`config.mk`:
```
export PLATFORM = sky130hd
export DESIGN_NAME = acc_integ_ctrl
export DESIGN_NICKNAME = d
export VERILOG_FILES = /design/src/rtl/acc_integ_ctrl.sv
export SDC_FILE = /design/constraint.sdc
export NUM_CORES = 1
export LEC_CHECK = 0
export ABC_AREA = 1
export CORE_AREA = 10 10 126 128
export CTS_CLUSTER_SIZE = 14
export DETAILED_ROUTE_END_ITERATION = 8
export DIE_AREA = 0 0 136 138
export DONT_BUFFER_PORTS = 1
export GPL_TIMING_DRIVEN = 0
export MAX_ROUTING_LAYER = met4
export PLACE_DENSITY = 0.6
export SKIP_LAST_GASP = 1
export SYNTH_ARGS = -nofsm -noshare
export SYNTH_HDL_FRONTEND = slang
export SYNTH_SLANG_ARGS = --single-unit
```
`constraint.sdc`:
```
create_clock -name clk -period 1.8 [get_ports clk]
set_input_delay 0.45 -clock clk [delete_from_list [all_inputs] [get_ports clk]]
set_output_delay 0.45 -clock clk [all_outputs]
set_load 0.01 [all_outputs]
```
`src/rtl/acc_integ_ctrl.sv`:
```
// acc_integ_ctrl: integration scheduler between the power stage and the
// spectrum accumulator. It arms the accumulator on a spectrum boundary,
// forwards the gated bin stream, applies host counts only between
// integrations, counts completed integrations and handles start/stop.
// Optional feature: define ACC_INTEG_CTRL_FRAME_CHECK_EN to enable bin index
// continuity checking with a sticky err_frame flag. It is off by default.
module acc_integ_ctrl #(
    parameter int BITWIDTH  = 7,
    parameter int FFT_POINT = 512
) (
    input  logic                  clk,
    input  logic                  rst,
    input  logic [15:0]           cfg_num_acc,
    input  logic                  cfg_wr,
    input  logic                  start,
    input  logic                  stop,
    input  logic                  en_sync_in,
    input  logic [BITWIDTH+1:0]   cnt_sync_in,
    output logic                  acc_rst,
    output logic [15:0]           acc_num_acc,
    output logic                  acc_en,
    output logic [BITWIDTH+1:0]   acc_cnt,
    output logic                  busy,
    output logic                  cfg_pending,
    output logic                  dump_valid,
    output logic [31:0]           dump_cnt,
    output logic                  err_frame
);

    localparam int CW = BITWIDTH + 2;
    localparam logic [CW-1:0] LAST_IDX = CW'(FFT_POINT - 1);

    typedef enum logic [1:0] {IDLE, ARM, RUN} state_t;

    state_t        state, state_nxt;
    logic [15:0]   spec_cnt, spec_cnt_nxt;
    logic          stop_req, stop_req_nxt;
    logic [15:0]   pend_num, pend_num_nxt;
    logic          pending_nxt;
    logic [15:0]   num_nxt;
    logic          en_nxt;
    logic [CW-1:0] cnt_nxt;
    logic          dump_valid_nxt;
    logic [31:0]   dump_cnt_nxt;
    logic          frame_bad;
    logic          last;

    assign last = en_sync_in && (cnt_sync_in == LAST_IDX);

`ifdef ACC_INTEG_CTRL_FRAME_CHECK_EN
    logic          err_nxt;
    logic          have_prev, have_prev_nxt;
    logic [CW-1:0] prev_idx, prev_idx_nxt;
    logic [CW-1:0] next_idx;

    assign next_idx = (prev_idx == LAST_IDX) ? '0 : prev_idx + 1'b1;
`else
    assign err_frame = 1'b0;
`endif

    // State register.
    always_ff @(posedge clk) begin
        if (rst) state <= IDLE;
        else     state <= state_nxt;
    end

    // Next-state and next-output logic for all registered outputs.
    always_comb begin
        state_nxt      = state;
        spec_cnt_nxt   = spec_cnt;
        stop_req_nxt   = stop_req;
        pend_num_nxt   = pend_num;
        pending_nxt    = cfg_pending;
        num_nxt        = acc_num_acc;
        en_nxt         = 1'b0;
        cnt_nxt        = '0;
        dump_valid_nxt = 1'b0;
        dump_cnt_nxt   = dump_cnt;
        frame_bad      = 1'b0;
`ifdef ACC_INTEG_CTRL_FRAME_CHECK_EN
        err_nxt        = err_frame;
        have_prev_nxt  = have_prev;
        prev_idx_nxt   = prev_idx;
`endif
        case (state)
            IDLE: begin
                if (cfg_wr) begin
                    num_nxt     = cfg_num_acc;
                    pending_nxt = 1'b0;
                end
                if (start && !stop) begin
                    state_nxt    = ARM;
                    dump_cnt_nxt = '0;
`ifdef ACC_INTEG_CTRL_FRAME_CHECK_EN
                    err_nxt      = 1'b0;
`endif
                end
            end
            ARM: begin
                if (stop) begin
                    state_nxt    = IDLE;
                    stop_req_nxt = 1'b0;
                end else if (last) begin
                    state_nxt    = RUN;
                    spec_cnt_nxt = '0;
`ifdef ACC_INTEG_CTRL_FRAME_CHECK_EN
                    have_prev_nxt = 1'b0;
`endif
                end
                if (cfg_wr) begin
                    pend_num_nxt = cfg_num_acc;
                    pending_nxt  = 1'b1;
                end
            end
            RUN: begin
                en_nxt  = en_sync_in;
                cnt_nxt = cnt_sync_in;
`ifdef ACC_INTEG_CTRL_FRAME_CHECK_EN
                if (en_sync_in) begin
                    have_prev_nxt = 1'b1;
                    prev_idx_nxt  = cnt_sync_in;
                    if (have_prev && cnt_sync_in != next_idx) frame_bad = 1'b1;
                end
                if (frame_bad) begin
                    err_nxt      = 1'b1;
                    state_nxt    = ARM;
                    spec_cnt_nxt = '0;
                end
`endif
                if (!frame_bad && last) begin
                    if (spec_cnt != acc_num_acc) begin
                        spec_cnt_nxt = spec_cnt + 16'd1;
                    end else begin
                        dump_valid_nxt = 1'b1;
                        dump_cnt_nxt   = dump_cnt + 32'd1;
                        spec_cnt_nxt   = '0;
                        if (stop_req) begin
                            state_nxt    = IDLE;
                            stop_req_nxt = 1'b0;
                        end else if (cfg_pending) begin
                            num_nxt     = pend_num;
                            pending_nxt = 1'b0;
                            state_nxt   = ARM;
                        end
                    end
                end
                // Writes and stops seen on a boundary cycle are handled after
                // the boundary so they take effect at the following one.
                if (cfg_wr) begin
                    pend_num_nxt = cfg_num_acc;
                    pending_nxt  = 1'b1;
                end
                if (stop && state_nxt != IDLE) stop_req_nxt = 1'b1;
            end
            default: state_nxt = IDLE;
        endcase
    end

    // Registered outputs and internal bookkeeping.
    always_ff @(posedge clk) begin
        if (rst) begin
            spec_cnt    <= '0;
            stop_req    <= 1'b0;
            pend_num    <= '0;
            cfg_pending <= 1'b0;
            acc_num_acc <= '0;
            acc_rst     <= 1'b1;
            acc_en      <= 1'b0;
            acc_cnt     <= '0;
            busy        <= 1'b0;
            dump_valid  <= 1'b0;
            dump_cnt    <= '0;
`ifdef ACC_INTEG_CTRL_FRAME_CHECK_EN
            err_frame   <= 1'b0;
            have_prev   <= 1'b0;
            prev_idx    <= '0;
`endif
        end else begin
            spec_cnt    <= spec_cnt_nxt;
            stop_req    <= stop_req_nxt;
            pend_num    <= pend_num_nxt;
            cfg_pending <= pending_nxt;
            acc_num_acc <= num_nxt;
            acc_rst     <= (state_nxt != RUN);
            acc_en      <= en_nxt;
            acc_cnt     <= cnt_nxt;
            busy        <= (state_nxt != IDLE);
            dump_valid  <= dump_valid_nxt;
            dump_cnt    <= dump_cnt_nxt;
`ifdef ACC_INTEG_CTRL_FRAME_CHECK_EN
            err_frame   <= err_nxt;
            have_prev   <= have_prev_nxt;
            prev_idx    <= prev_idx_nxt;
`endif
        end
    end

endmodule

```
==> results.py <==
metrics = {
    "finish": {
        "syn_to_final_growth_pct": 25.5,
        "regArea_um2": 2040,
        "fill_cells": 1378,
        "multi_input_area_um2": 3120,
        "drive_above_1_share_pct": 25.0,
        "antenna_cells": 0,
        "layout.cells.non_filler": 1024,
        "fin_util_pct": 48.5,
        "nets": 876,
    },
    "die": {
        "initial_utilization_pct": 38.6,
        "die_h_um": 138,
        "dieArea_um2": 18800,
        "core_area_um2": 13500,
        "die_w_um": 136,
        "num_rows": 43,
        "ios": 94,
    },
    "setup_path": {
        "critical_path_class": "flip-flop to flip-flop",
        "crit_fanout": 10,
        "rr_worst_depth": 14,
        "crit_chain": "inv_1 > nand2_1 > nand2_1 > nor2_2 > nand2_2 > nor2_4 > nand2_4 > nor2_4 > nand2_2 > nand2_4 > nand3_4 > buf_8 > nor2_2 > nor2_1",
        "worstReg2RegEnd": "acc_num_acc[5]",
        "reg2reg_slack_ns": -0.06,
        "reg2reg_from": "acc_num_acc[15]",
        "worst_setup_path_end_kind": "flip-flop",
        "critPathRequiredTime_ns": 2.05,
        "crit_arrival_ns": 2.12,
        "slowest_delay_ns": 0.37,
        "slowest_stage": "dfxtp_2",
        "start_kind": "flip-flop",
    },
    "routing": {
        "routed_wl_mm": 16.2,
        "drt-initial-drc-count": 378,
        "viasPerCell": 5.05,
        "first_pass_iters": 5,
        "routedWlPerCell_um": 15.9,
        "post-route-drc-count": 0,
        "postRouteAntennaNets": 0,
        "vias": 5172,
    },
    "sta": {
        "relSlewSlack_pct": 54.2,
        "max_freq_mhz": 537,
        "drv_slew": 0,
        "hold_viol": 0,
        "fin_crit_sh_pct": 104,
        "worstMarginPinSlew_ns": 0.686,
        "skew_ns": 0.00649,
        "rsz0062_at_grt": "yes",
        "min_period_ns": 1.86,
        "finalSetupViolCount": 35,
        "fin_ws_ns": -0.0633,
    },
    "pwr": {
        "vdd_drop_max_uv": 447,
        "swShare_pct": 26.0,
        "power.share.combinational_pct": 11.6,
        "clockPowerShare_pct": 43.2,
        "p_leak_nw": 2.53,
        "power.switching_mw": 1.31,
        "seqPwrFrac_pct": 45.1,
        "p_per_area_nw_per_um2": 769,
        "power.internal_mw": 3.72,
    },
    "outcome": {
        "outcome": "finished, violations left",
        "failed_checks": "negative setup slack",
    },
    "hold_path": {
        "hp-class": "input pin to flip-flop",
        "hold_start": "cnt_sync_in[5]",
        "hold_path_end": "acc_cnt[5]",
        "hold_path_depth": 2,
    },
    "global_routing": {
        "antenna_found_initial": 0,
        "grt_pass1_wl_mm": 25.4,
        "grt_pass1_vias": 4774,
        "track_usage_pct": 17.1,
        "grt_max_degree": 16,
        "grt_overflow_total": 0,
    },
    "logic_synthesis": {
        "synthArstFlopShare_pct": 0,
        "synth-seq-cells": 97,
        "synth_nets": 838,
        "syn_avg_cell_area_um2": 6.51,
        "synth.distinct_cells": 41,
        "yosysMostFrequentCell": "nand2_1",
        "syn_area_um2": 5220,
        "synth-seq-area-share_pct": 37.2,
        "synth_top_area_share_pct": 37.2,
        "postSynthCellCount": 801,
        "yosys-top-cells-area": "dfxtp_1, nand2_1, nor2_1",
        "synth-edff-count": 0,
        "synth_area_leader_cell": "dfxtp_1",
        "ys.flop_type": "dfxtp_1",
        "ys_warn_count": 0,
        "ys_top_cells_by_count": "nand2_1, nor2_1, dfxtp_1",
    },
    "clock_tree": {
        "numCtsBuffers": 9,
        "clock_path_buffers": 2,
        "cts_tree": "done",
        "cts_root_buf": "clkbuf_16",
        "insertion_delay_ns": 0.36,
        "htree_levels": 3,
        "cts.sink_count": 97,
        "clkTransAtPathRegs_ns": 0.07,
    },
    "placed_design": {
        "numPortBuffers": 0,
        "place_inst": 981,
        "dp_hpwl_mm": 11.8,
        "place.gp.congestion": 0.931,
    },
    "job": {
        "drv_cap": 0,
    },
}
==> state kept, by name, summed over array words and instances (netlist names), 2 cells and up <==
signal	count
state	2
spec_cnt	16
acc_num_acc	16
pend_num	16
dump_cnt	32
acc_cnt	9
==> worst max-delay path, delay by kind of cell, from the launching register on <==
family | cells | cell delay [ns]
buffers and inverters | 2 | 0.25
flip-flops | 1 | 0.37
AND/OR/NAND/NOR | 12 | 1.14
==> power groups by stage <==
stage	Combinational, mW	Sequential (mW)	Clock, mW
global route	0.645	2.28	2.29
finish	0.586	2.27	2.18
CTS	0.519	2.28	2.21
floorplan	0.319	2.30	0
global placement	0.422	2.33	0
detailed placement	0.425	2.33	0
==> cell families (layout without fill, tap and decap cells) <==
logic type | Yosys count | in the layout | share of synthesized area, %
and+or+nand+nor | 435 | 436 | 35.7
buffers and inverters | 122 | 164 | 9.64
AOI/OAI and AO/OA | 117 | 117 | 12.1
DFF | 97 | 97 | 37.2
xor gates and xnor gates | 23 | 23 | 3.86
adders and majority gates | 6 | 6 | 1.44
other | 1 | 1 | 0.0719
==> metal layers <==
metal  track usage [%]  vias to the layer above  wire length [µm]
met5                 -                        -                 0
met4              5.83                        0               291
met3              5.83                       29              1390
met2              25.6                      137              7510
met1              21.1                     2384              7040
li1                  -                     2622                 -
==> worst max-delay path by stage <==
stage                          from        endpoint  slack (ns)  cells after the start
global placement           state[0]     dump_cnt[0]       -0.48                     10
finish              acc_num_acc[15]  acc_num_acc[5]       -0.06                     14
global route           spec_cnt[12]  acc_num_acc[4]       -0.21                     15
floorplan               dump_cnt[1]    dump_cnt[26]        0.03                     12
detailed placement         state[0]      acc_cnt[0]       -0.45                      9
CTS                  acc_num_acc[5]     dump_cnt[3]       -0.04                     13
==> cell type report <==
class                   count  share of cell area, %
clock inverters             4                   1.13
repair buffers             26                   3.80
well taps                 180                   3.44
clock buffers              12                   3.92
inverters                  93                   5.52
plain buffers              29                   3.40
multi-input cells         583                   47.6
flip-flops and latches     97                   31.2
==> through the flow <==
step	hold slack, ns	TNS (ns)	total power, mW	setup slack [ns]	area (µm²)
floorplan	0.461	0	2.62	0.0308	5220
global placement	0.480	-26.08	2.75	-0.485	5440
detailed placement	0.488	-26.45	2.75	-0.449	5440
CTS	0.198	-0.295	5.01	-0.0383	6220
global route	0.203	-7.55	5.22	-0.209	6550
finish	0.196	-1.01	5.03	-0.0633	6550
==> cells in the final DEF (no fill, tap or decap), types with 3 or more instances in the layout <==
master     netlist  final
buf_6            4      5
nor2_1         122     95
buf_8            0      4
nand2_2          6     15
inv_1           79     69
dfxtp_1         97     54
nand2_1        220    204
xor2_1          14     14
o21ai_1          8     11
xnor2_1          9      9
dfxtp_2          0     25
nor3_1          15     11
clkbuf_8         0      3
nand2_4          1      7
a211oi_1         5      3
clkbuf_2         0      6
a21oi_1         51     51
nor2_4           3     15
inv_2           13     19
inv_4            0      3
clkbuf_1        16      8
buf_4            2     26
o21ai_0         43     37
a221oi_1         4      4
nand3_1         34     32
nor3_2           2      4
dfxtp_4          0     18
clkbuf_16        0     10
nor2_2           5     20
nand4_1         18     18
==> repair_timing <==
item	4_1_cts	5_1_grt
endpoints found under the setup margin	83	86
hold buffers	0	0
hold endpoints to repair	0	0
pin swaps	9	22
buffers inserted	12	12
gates resized for setup	124	77
cloned	1	2
Note: power is estimated with default switching activity, not from simulation.
